[config.mk]
export PLATFORM = sky130hd
export DESIGN_NAME = pipe_hazard_ctrl
export DESIGN_NICKNAME = d
export VERILOG_FILES = /design/src/rtl/pipe_hazard_ctrl.sv
export SDC_FILE = /design/constraint.sdc
export NUM_CORES = 1
export LEC_CHECK = 0
export BUFFER_PORTS_ARGS = -buffer_cell sky130_fd_sc_hd__buf_2
export CAP_MARGIN = 15
export CORE_AREA = 10 10 59 61
export CTS_BUF_LIST = sky130_fd_sc_hd__clkbuf_4 sky130_fd_sc_hd__clkbuf_8 sky130_fd_sc_hd__clkbuf_16
export CTS_CLUSTER_SIZE = 16
export DETAILED_ROUTE_END_ITERATION = 8
export DIE_AREA = 0 0 69 71
export PLACE_DENSITY = 0.82
export SETUP_SLACK_MARGIN = 0.1
export SLEW_MARGIN = 0
export SYNTH_ARGS = -nofsm -noshare
export SYNTH_HDL_FRONTEND = slang
export SYNTH_HIERARCHICAL = 1
export SYNTH_SLANG_ARGS = --single-unit
[constraint.sdc]
create_clock -name clk_i -period 3.35 [get_ports clk_i]
set_input_delay 0 -clock clk_i [delete_from_list [all_inputs] [get_ports clk_i]]
set_output_delay 0 -clock clk_i [all_outputs]
set_load 0.1 [all_outputs]
[src/rtl/pipe_hazard_ctrl.sv]
// Hazard/forwarding controller: tracks in-flight writers past decode, emits stall/bubble/flush and forward selects.
// Optional build macro PIPE_HAZARD_STATS_EN adds stall_cnt_o/flush_cnt_o saturating counters.

module phc_stage_match #(
  parameter int REG_AW = 5
) (
  input  logic              vld_i,
  input  logic              wen_i,
  input  logic [REG_AW-1:0] rd_i,
  input  logic [REG_AW-1:0] ra_i,
  input  logic [REG_AW-1:0] rb_i,
  output logic              hit_a_o,
  output logic              hit_b_o
);
  logic wr;
  assign wr      = vld_i & wen_i;
  assign hit_a_o = wr & (rd_i == ra_i) & (ra_i != '0);
  assign hit_b_o = wr & (rd_i == rb_i) & (rb_i != '0);
endmodule

module pipe_hazard_ctrl #(
  parameter  int REG_AW     = 5,
  parameter  int DEPTH      = 3,
  parameter  int LOAD_AVAIL = 2,
  localparam int SEL_W      = $clog2(DEPTH+1)
) (
  input  logic              clk_i,
  input  logic              reset_i,
  input  logic              d_valid_i,
  input  logic [REG_AW-1:0] d_rs_i,
  input  logic [REG_AW-1:0] d_rt_i,
  input  logic [REG_AW-1:0] d_rd_i,
  input  logic              d_wen_i,
  input  logic              d_load_i,
  input  logic              redirect_i,
  input  logic              ex_busy_i,
`ifdef PIPE_HAZARD_STATS_EN
  output logic [31:0]       stall_cnt_o,
  output logic [31:0]       flush_cnt_o,
`endif
  output logic              stall_f_o,
  output logic              stall_d_o,
  output logic              bubble_e_o,
  output logic              flush_d_o,
  output logic [SEL_W-1:0]  fwd_a_o,
  output logic [SEL_W-1:0]  fwd_b_o
);

  typedef struct packed {
    logic [REG_AW-1:0] rd;
    logic              wen;
    logic              load;
  } ent_t;

  logic [DEPTH:1] vld_pipe_q, vld_pipe_d;
  ent_t           ent_q [DEPTH:1];
  ent_t           ent_d [DEPTH:1];
  logic [DEPTH:1] hit_a, hit_b;

  for (genvar g = 1; g <= DEPTH; g++) begin : g_stage
    phc_stage_match #(.REG_AW(REG_AW)) u_match (
      .vld_i   (vld_pipe_q[g]),
      .wen_i   (ent_q[g].wen),
      .rd_i    (ent_q[g].rd),
      .ra_i    (d_rs_i),
      .rb_i    (d_rt_i),
      .hit_a_o (hit_a[g]),
      .hit_b_o (hit_b[g])
    );
  end

  // Walk oldest to youngest so the youngest matching writer overrides.
  logic [SEL_W-1:0] sel_a, sel_b;
  logic             lu_a, lu_b, load_use;
  always_comb begin
    sel_a = '0;
    sel_b = '0;
    lu_a  = 1'b0;
    lu_b  = 1'b0;
    for (int k = DEPTH; k >= 1; k--) begin
      if (hit_a[k]) begin
        sel_a = SEL_W'(k);
        lu_a  = ent_q[k].load && (k < LOAD_AVAIL);
      end
      if (hit_b[k]) begin
        sel_b = SEL_W'(k);
        lu_b  = ent_q[k].load && (k < LOAD_AVAIL);
      end
    end
  end

  assign load_use = d_valid_i & (lu_a | lu_b);

  logic stall, bubble, flush;
  always_comb begin
    stall  = 1'b0;
    bubble = 1'b0;
    flush  = 1'b0;
    if (ex_busy_i) begin
      stall = 1'b1;
    end else if (redirect_i) begin
      flush  = 1'b1;
      bubble = 1'b1;
    end else if (load_use) begin
      stall  = 1'b1;
      bubble = 1'b1;
    end
  end

  // Outputs are forced low while reset is held, whatever the other inputs do.
  assign stall_f_o  = reset_i & stall;
  assign stall_d_o  = reset_i & stall;
  assign bubble_e_o = reset_i & bubble;
  assign flush_d_o  = reset_i & flush;
  assign fwd_a_o    = (reset_i & d_valid_i) ? sel_a : '0;
  assign fwd_b_o    = (reset_i & d_valid_i) ? sel_b : '0;

  always_comb begin
    vld_pipe_d = vld_pipe_q;
    ent_d      = ent_q;
    for (int k = 2; k <= DEPTH; k++) begin
      vld_pipe_d[k] = vld_pipe_q[k-1];
      ent_d[k]      = ent_q[k-1];
    end
    if (ex_busy_i) begin
      // E holds its instruction; M receives a bubble.
      vld_pipe_d[1] = vld_pipe_q[1];
      ent_d[1]      = ent_q[1];
      vld_pipe_d[2] = 1'b0;
      ent_d[2]      = '0;
    end else if (redirect_i || load_use) begin
      vld_pipe_d[1] = 1'b0;
      ent_d[1]      = '0;
    end else begin
      vld_pipe_d[1] = d_valid_i;
      ent_d[1].rd   = d_rd_i;
      ent_d[1].wen  = d_wen_i;
      ent_d[1].load = d_load_i;
    end
  end

  always_ff @(posedge clk_i or negedge reset_i) begin
    if (!reset_i) begin
      vld_pipe_q <= '0;
      for (int k = 1; k <= DEPTH; k++) ent_q[k] <= '0;
    end else begin
      vld_pipe_q <= vld_pipe_d;
      for (int k = 1; k <= DEPTH; k++) ent_q[k] <= ent_d[k];
    end
  end

`ifdef PIPE_HAZARD_STATS_EN
  logic [31:0] stall_cnt_q, stall_cnt_d, flush_cnt_q, flush_cnt_d;
  always_comb begin
    stall_cnt_d = stall_cnt_q;
    flush_cnt_d = flush_cnt_q;
    if (stall_f_o && stall_cnt_q != 32'hFFFF_FFFF) stall_cnt_d = stall_cnt_q + 32'd1;
    if (flush_d_o && flush_cnt_q != 32'hFFFF_FFFF) flush_cnt_d = flush_cnt_q + 32'd1;
  end

  always_ff @(posedge clk_i or negedge reset_i) begin
    if (!reset_i) begin
      stall_cnt_q <= '0;
      flush_cnt_q <= '0;
    end else begin
      stall_cnt_q <= stall_cnt_d;
      flush_cnt_q <= flush_cnt_d;
    end
  end

  assign stall_cnt_o = stall_cnt_q;
  assign flush_cnt_o = flush_cnt_q;
`endif

endmodule

# After elaboration in Yosys (flattened, before gate mapping)

Index checks and enable logic that the tools add are counted.

Reduce and logical (&&, ||, !) cells: 3
Bitwise operators: 21
Multiplexer cells: 21
Equal/unequal tests: 6

Operators by type and width:

| kind               | number |
|---|---|
| $eq A5 B5 Y1       | 6 |
| $and A1 B1 Y1      | 20 |
| $mux W2            | 8 |
| $mux W7            | 2 |
| $mux W1            | 11 |
| $reduce_bool A5 Y1 | 2 |
| $logic_or A1 B1 Y1 | 1 |
| $or A1 B1 Y1       | 1 |

Bits of input ports: 22
Register bits: 22
Output and inout port bits: 8
Logic and storage cells: 60

# Logic depth before layout (Yosys ltp)

Gate-level depths: netlist (run 1).

Depth in word-level cells: 10
Gate-level depth with buffers: 6

# Cells and area by module

Netlist (run 1), hierarchy kept.

By module, submodules not included:

| module           | times used | area each (µm²) | cells each |
|---|---|---|---|
| pipe_hazard_ctrl | 1          | 817.0           | 61 |
| phc_stage_match  | 3          | 141.4           | 21 |

# Worst setup path before layout (run 1)

OpenSTA, ideal clock, no wires.

Kind: register -> output
From: reg ent_q[4] (netlist name)
To: out stall_f_o
Required time: 3.350 ns
Arrival time: 4.111 ns
Cell stages (with the launch flop): 6
Path slack: -0.761 ns
Cell sequence: dfrtp_1 > xor2_1 > nor4_1 > o211ai_4 > o21ai_0 > buf_4

Longest elaborated chain between the ends: 10
Elaborated cells between the ends (all ways): 14
Those cells by class: eq/ne (2); mux (5); bitwise (7)

RTL lines:

| what                        | RTL line | text |
|---|---|---|
| $eq A5 B5 Y1                | 17       | `assign hit_a_o = wr & (rd_i == ra_i) & (ra_i != '0);` |
| $and A1 B1 Y1 (2 in series) | 17       |  |
| named net hit_a, one bit    | 58       | `logic [DEPTH:1] hit_a, hit_b;` |
| $mux W1                     | 81       | `if (hit_a[k]) begin` |
| $or A1 B1 Y1                | 92       | `assign load_use = d_valid_i & (lu_a \| lu_b);` |
| $and A1 B1 Y1               | 92       |  |
| $mux W1                     | 104      | `end else if (load_use) begin` |
| $mux W1                     | 101      | `end else if (redirect_i) begin` |
| $mux W1                     | 99       | `if (ex_busy_i) begin` |
| $and A1 B1 Y1               | -        |  |
| end, declared               | 41       | `output logic stall_f_o,` |

The timed path passes the listed nets, and every way through them passes these cells.

# Worst setup path after layout (run 1)

From: reg ent_q[3] (netlist name)
To: out bubble_e_o

Longest elaborated chain between the ends: 10
Elaborated cells between the ends (all ways): 14
Those cells by class: eq/ne (2); mux (5); bitwise (7)

RTL lines:

| what                        | RTL line | text |
|---|---|---|
| $eq A5 B5 Y1                | 18       | `assign hit_b_o = wr & (rd_i == rb_i) & (rb_i != '0);` |
| $and A1 B1 Y1 (2 in series) | 18       |  |
| named net hit_b, one bit    | 58       |  |
| $mux W1                     | 85       | `if (hit_b[k]) begin` |
| $or A1 B1 Y1                | 92       |  |
| $and A1 B1 Y1               | 92       |  |
| $mux W1                     | 104      |  |
| $mux W1                     | 101      |  |
| $mux W1                     | 99       |  |
| $and A1 B1 Y1               | 113      | `assign bubble_e_o = reset_i & bubble;` |
| end, declared               | 43       | `output logic bubble_e_o,` |

The timed path passes the listed nets, and every way through them passes these cells.

==> results of run 1 <==
state kept, by name (all words and copies together) (netlist names):
name and flops:
ent_d 6, ent_q 13, vld_pipe_q 3
synth_stat cells (all sizes together):
cell type / count / area (um2)
a21oi: 9 / 45.0
a22o: 1 / 8.76
a32o: 7 / 70.1
and2: 6 / 37.5
buf: 3 / 23.8
dfrtp: 22 / 551
inv: 3 / 11.3
nand2: 5 / 18.8
nand2b: 4 / 25.0
nand3: 6 / 30.0
nor2: 10 / 40.0
nor2b: 7 / 43.8
nor3: 2 / 10.0
nor3b: 1 / 7.51
nor4: 6 / 37.5
o211ai: 1 / 21.3
o21ai: 1 / 5.00
or4: 6 / 45.0
xnor2: 18 / 158
xor2: 6 / 52.6
area by class of cell:
cell class	count	area, um2	share of cell area, %
clock buffer	3	22.5	1.47
clock inverter	1	30.0	1.95
inverter	3	11.3	0.733
multi-input combinational	96	659	42.9
sequential	22	551	35.8
tap	30	37.5	2.44
timing repair buffer	37	225	14.7
how the worst max path moves through the flow:
stage | start | end | slack (ps) | cells past startpoint
after floorplan | ent_q[3] | fwd_b_o[1] | 120 | 4
after global placement | ent_q[4] | stall_f_o | 1250 | 5
after detailed placement | ent_q[5] | stall_d_o | 1180 | 6
after CTS | ent_q[5] | stall_d_o | 790 | 6
after global routing | ent_q[4] | bubble_e_o | 550 | 6
final | ent_q[3] | bubble_e_o | 730 | 6
power by group:
part / leakage [nW] / switching [mW] / internal [mW] / total [mW]
Clock: 0.0279 / 0.0823 / 0.121 / 0.203
Combinational: 0.346 / 0.0659 / 0.0545 / 0.120
Sequential: 0.293 / 0.0175 / 0.281 / 0.299
Total: 0.667 / 0.166 / 0.457 / 0.622
metrics by stage:
step / instance area, um2 / total power, mW / utilization [%] / worst slack [ps]
finish: 1540 / 0.622 / 64.4 / 732
global route: 1540 / 0.658 / 64.4 / 548
CTS: 1540 / 0.624 / 64.4 / 794
detailed placement: 1400 / 0.417 / 58.8 / 1180
global placement: 1400 / 0.410 / 58.8 / 1250
floorplan: 1240 / 0.377 / - / 118
per-layer routing:
layer	GRT usage [%]	vias up	wire, um
met1	13.8	500	1300
met2	21.1	31	1520
met4	4.70	0	23
met3	3.77	4	158
met5	0	-	0
li1	-	513	-
kinds of logic after synthesis:
logic type,synth area share [%]
buf+inv,2.82
compound gates,12.1
simple gates,23.8
flops,44.4
xor+xnor,16.9
what timing repair did:
action / CTS / global route
buffers inserted: 0 / 0
hold buffers: 8 / 0
gates resized for setup: 0 / 0
endpoints found under the hold margin: 29 / 0
==> results by stage, run 1 <==
Run status:
- The flow ran to the end, and the final reports show no timing, DRC or antenna violations.

Route:
- The total number of vias is 1048.
- The number of DRC violations after detailed-routing iteration 0 is 46.
- Using the TritonRoute via totals, the vias-per-cell ratio works out to ~5.5.
- Before antenna repair, the detailed router went through 4 iterations.
- After detailed routing, the average wire length per cell comes to between 15 and 20 um.
- Wires add up to between 2000 and 3000 um.
- For this run, design rule violations remaining after detail routing come to 0.
- The residual antenna-violating net count after detailed routing is 0.

Global routing:
- Across every metal layer, demand over resource in global routing totals about an eighth.
- The via count of the first global-routing pass was between 1k and 1.5k.
- The largest net degree at the start of global routing is 27.
- The final global-route overflow total is 0.
- The first-pass GRT wire length is 5130 um.
- The number of antenna violations at the first check in global routing came to 0.

Floorplanning:
- The floorplan has 18 rows.
- The floorplan core area is about 2400 um2.
- Once the floorplan was initialized, standard cells occupied 52.0% of the core.
- The die extent in y is approximately 71 um.
- 30 I/O pins were placed.
- The floorplan step defined a die boundary enclosing around 4900 um2.
- The die is approximately 69 um wide.

Timing:
- Setup repair after global routing left no endpoint under its margin.
- The final count of hold timing violations is 0.
- Setup violations remaining at the end of the flow were counted as 0.
- The worst path uses slightly below 80% of the clock period.
- The final worst clock skew is 6.19 ps.
- The worst path in the final design needs a cycle of between 2000 and 3000 ps, including I/O delays and setup.
- The worst hold slack after final layout is between 50 and 60 ps.
- The peak clock frequency supported by timing is about 0.38 GHz.
- The final max-slew violation count is 0.
- Headroom to the max-slew limit came out at roughly 43%.
- The sum of negative setup slack is 0 ps.
- The worst-margin pin slew is approximately 840 ps.

Critical path:
- The type of the worst setup path is reg2out.
- The setup slack of the most critical reg-to-reg path is ~1300 ps.
- For this run, the slowest stage of the critical path takes approximately 650 ps.
- The worst setup path is captured at an output port.
- For the worst setup path, the data required time is ~3400 ps.
- The critical-path maximum fanout is 10.
- The cell type group with the largest total delay on the critical path is simple AND/OR/NAND/NOR gates.
- The startpoint of the most critical register-to-register path is ent_q[3].
- The critical path's slowest cell is sky130_fd_sc_hd__nor4_1.
- STA classifies the critical path startpoint as a flop.
- Data on the critical path arrives at its endpoint at around 2600 ps.
- The endpoint of the most critical register-to-register path is ent_q[6].
- Measured in cells, the most critical reg-to-reg path has a length of 5.
- Traced cell by cell, the critical path runs through xnor2_1, nand3_1, nor4_1, o211ai_4, a21oi_1, buf_2.
- The number of buffers and inverters on the critical path is 1.

Logic synthesis:
- Summing every instance area after synthesis gives roughly 1200 um2.
- The register bit count reported by yosys is 22.
- The cell count after synthesis is around 120.
- The total number of yosys warnings is 6.
- The number of nets in the synthesized netlist is roughly 150.
- The distinct cell type count of the synthesized netlist is 23.
- Dividing the synthesized area by the synthesized cell count gives approximately 10 um2.
- The register area share after synthesis is 44.4%.

Finish:
- The final net count is 185.
- In the layout the commonest cells are sky130_fd_sc_hd__buf_2 (29), sky130_fd_sc_hd__dfrtp_1 (22), sky130_fd_sc_hd__xnor2_1 (18).
- The synthesis-to-layout area growth is 23.8%.
- The share of layout cells above drive strength 1 is approximately 22%.
- The final non-filler cell total is about 190.
- The total of fill cells in the finished design is 223.
- The library cell used most frequently in the layout, excluding fill and tap cells, is sky130_fd_sc_hd__buf_2.
- The number of antenna repair diodes is 0.

Pwr:
- In this run the power density over the cells is 405 nW/um2.
- In this run the static leakage power is 0.667 nW.
- The peak ir drop on the vdd network is 376 uV.

Clocking:
- The clock latency on the worst-skew pair is 310 ps.
- The tree is rooted in a sky130_fd_sc_hd__clkbuf_4.
- The number of buffers created by CTS is 3.
- In this run the number of H-tree levels came out at 1.
- Clock-pin slew was measured on the worst setup and hold paths at 130 ps.
- The clock sink total is 22.
- The TritonCTS clock tree is built.
- The maximum buffer depth of the clock tree is 2.

Min path:
- Along the worst hold path, the cell count comes to 2.
- The endpoint with the worst hold slack is ent_d[17].
- The path type of the worst min-delay path is in2reg.
- The startpoint identified for the worst hold timing path is ex_busy_i.

Job:
- Max-cap violations in this run came to 0.

Place:
- After detailed placement, the design holds a cell count of 180.
- Routability-driven placement finished with a final weighted congestion of ~0.83.
- The total half-perimeter wirelength after legalization and detailed placement is around 2200 um.
- The count of input and output buffers is 29.
Note: power is estimated with default switching activity, not from simulation.
==> inputs of run 2 (changes only) <==
- CORE_AREA: 10 10 59 61 -> 10 10 63 65
- DIE_AREA: 0 0 69 71 -> 0 0 73 75
- PLACE_DENSITY: 0.82 -> 0.75
- clock period: 3.35 -> 2.2 ns (I/O delays scaled with it)
==> run 2 against run 1 <==
  * Non-clock buffer count is 13 higher
  * Global-route usage grew 0.59 points
  * Critical path depth is 2 higher
  * Routed wire length up 16%
  * Via count up 7.0%
  * Register-to-register slack got worse by 1000 ps
  * Clock skew is 0.75 ps lower
  * Critical endpoint is now stall_f_o
==> results by stage, run 2 (synthesis gave the netlist of run 1 again) <==
Global routing:
- Entering global routing, the biggest net connects 23 pins.
- Across every metal layer, demand over resource in global routing totals 12.8%.
- The first global-routing pass estimated 5540 um of wire.
- The via count of the first global-routing pass is about 1.2k.
- Global routing finished with a remaining overflow of 0.
- The number of antenna violations at the first check in global routing is 0.

Route:
- The detailed router placed 1121 vias in this run.
- The average via count per standard cell is around 5.4.
- The residual antenna-violating net count after detailed routing is 0.
- After detailed routing, the average wire length per cell comes to about 17 um.
- In this run, the number of DRC markers left after iteration 0 of detailed routing was 25.
- Before antenna repair, the detailed router went through 4 iterations.
- In the routed design, unresolved DRC markers number 0.
- The total routed wirelength is 3480 um.

Critical path:
- The critical path arrival is 2080 ps.
- The worst setup path is launched from a flop.
- At the worst endpoint, the required time is 2200 ps.
- STA classifies the critical path endpoint as an output port.
- The worst setup path is of the reg2out kind.
- Of all nets on the critical path, the largest fanout is 3.

Finish:
- The end-of-flow core utilization is roughly two thirds.
- The total of fill cells in the finished design is between 150 and 200.
- Relative to the synthesized area, the layout overhead comes to 49.8%.
- Cells with a size suffix above 1 make up 38.3% of the layout.
- The register containing the most flip-flops in the final layout is ent_q.
- The number of antenna repair diodes is 0.
- After routing the design area is ~1900 um2.
- In the final design database the tool counted 198 nets.
- The flip-flop count of the largest register after layout is 13.
- The top cell types in the final layout, fill and taps aside, are sky130_fd_sc_hd__dfrtp_1 (22), sky130_fd_sc_hd__buf_2 (22), sky130_fd_sc_hd__xnor2_1 (14).

Pwr:
- In this run the power density over the cells is around 550 nW/um2.
- Summing internal, switching and leakage power gives roughly 1.0 mW.
- The worst-case IR drop observed on VDD is ~490 uV.
- For this design the static power due to leakage is slightly below 0.8 nW.

Run status:
- The run finished with clean final reports.

Clocking:
- The number of buffers created by CTS is 3.
- In this run the clock root is driven by a sky130_fd_sc_hd__clkbuf_4.
- TritonCTS built the clock tree.
- For the worst-skew pair, the clock arrives at the later sink with an insertion delay of between 300 and 400 ps.
- The tree built by TritonCTS fans out to 22 sinks.
- The H-tree depth is 1.
- Counting along the longest clock path gives a buffer depth of 2.
- The clock-pin slew of the registers on the worst-case setup and hold paths is around 120 ps.

Floorplanning:
- The horizontal die dimension is 73 um.
- The row count is 19.
- Measured along the y axis, the die boundary spans between 70 and 80 um.
- The floorplan core area is between 2000 and 3000 um2.
- The floorplan step defined a die boundary enclosing ~5500 um2.
- The initial cell density of the core is about 46%.
- The I/O pin count is 30.

Timing:
- Of the available clock period, the critical path in the final layout requires between 90% and 100%.
- Setup slack closes at around 120 ps.
- Based on the critical path, the design can be clocked at up to approximately 0.48 GHz.
- The shortest clock period the worst path allows after layout is approximately 2100 ps.
- The max-slew headroom at the worst pin is 67.8%.
- The final max-slew violation count is 0.
- Setup repair after global routing could not meet its margin everywhere.
- The worst-margin pin slew is just under 500 ps.
- The final count of hold timing violations is 0.
- The total of endpoints with negative setup slack in the final report is 0.
- The clock arrives with between 5 and 6 ps of skew.

Place:
- During placement, the flow inserted port buffers numbering 29.
- The area after detailed placement is between 1500 and 2000 um2.
- At the end of routability-driven placement, the weighted congestion stood at a little under 0.8.
- The total half-perimeter wirelength after legalization and detailed placement is between 2000 and 2500 um.
- The minimum setup slack after placement is between 100 and 150 ps.

Min path:
- The path type of the worst min-delay path is in2reg.

Job:
- Max-cap violations in this run came to 0.
run 2: cell types whose count changed in the layout (fill, tap and decap cells not counted), moves of 4 or more:
cell	previous run	this run
sky130_fd_sc_hd__buf_12	0	5
sky130_fd_sc_hd__xnor2_2	0	4
sky130_fd_sc_hd__buf_4	0	13
sky130_fd_sc_hd__buf_2	29	22
sky130_fd_sc_hd__xnor2_1	18	14
sky130_fd_sc_hd__a21oi_1	9	4
sky130_fd_sc_hd__nor4_2	0	4
sky130_fd_sc_hd__nor4_1	6	1
run 2: path summary, 6_finish.rpt:
check / from / end / slack [ps] / cells after the start
worst max register to register: ent_q[3] / ent_q[1] / 300 / 6
worst min register to register: ent_d[15] / ent_q[15] / 390 / 0
worst max-delay path: ent_q[3] / stall_f_o / 120 / 8
max in group asynchronous: reset_i / ent_q[0] / 1760 / 3
worst min-delay path: ex_busy_i / ent_d[16] / 50 / 2
min in group asynchronous: reset_i / ent_q[19] / 220 / 3
run 2: what timing repair did:
item | CTS | global route
hold endpoints to repair | 29 | 0
gates cloned | 0 | 0
buffers inserted | 10 | 1
gates resized for setup | 7 | 12
pin swaps | 3 | 6
setup endpoints to repair | 5 | 7
hold buffers | 8 | 0
run 2: where the power goes:
part           leakage [nW]  switching (mW)  internal [mW]  total, mW
combinational         0.463           0.132          0.121      0.253
sequential            0.293          0.0218          0.428      0.450
clock                0.0279           0.133          0.185      0.318
total                 0.784           0.287          0.734       1.02
run 2: stage by stage:
| step | hold WS (ps) | cells | setup TNS, ps |
|---|---|---|---|
| after floorplan | -296 | 124 | -921 |
| after global placement | 53.0 | 183 | 0 |
| after detailed placement | 55.2 | 183 | 0 |
| after CTS | 54.4 | 205 | 0 |
| after global routing | 56.1 | 206 | 0 |
| final | 50.2 | 206 | 0 |
run 2: per-layer routing:
metal | track usage, % | vias up | wire [um]
met1 | 13.4 | 533 | 1350
met3 | 3.94 | 5 | 260
met2 | 23.2 | 42 | 1810
met5 | 0 | - | 0
met4 | 5.70 | 0 | 61
li1 | - | 541 | -
run 2: area by class of cell:
cell class | count | area (um2) | area share [%]
clock buffer | 3 | 22.5 | 1.21
multi-input combinational | 96 | 800 | 43.0
timing repair buffer | 50 | 407 | 21.9
inverter | 3 | 11.3 | 0.606
tap | 31 | 38.8 | 2.09
clock inverter | 1 | 30.0 | 1.62
sequential | 22 | 551 | 29.6
run 2: worst max-delay path, stage by stage (launching register included):
cell	delay (ps)
sky130_fd_sc_hd__dfrtp_1	420
sky130_fd_sc_hd__buf_4	160
sky130_fd_sc_hd__xnor2_2	110
sky130_fd_sc_hd__nand3_1	120
sky130_fd_sc_hd__nor4_2	230
sky130_fd_sc_hd__buf_4	180
sky130_fd_sc_hd__o211ai_4	110
sky130_fd_sc_hd__o21ai_4	210
sky130_fd_sc_hd__buf_12	200
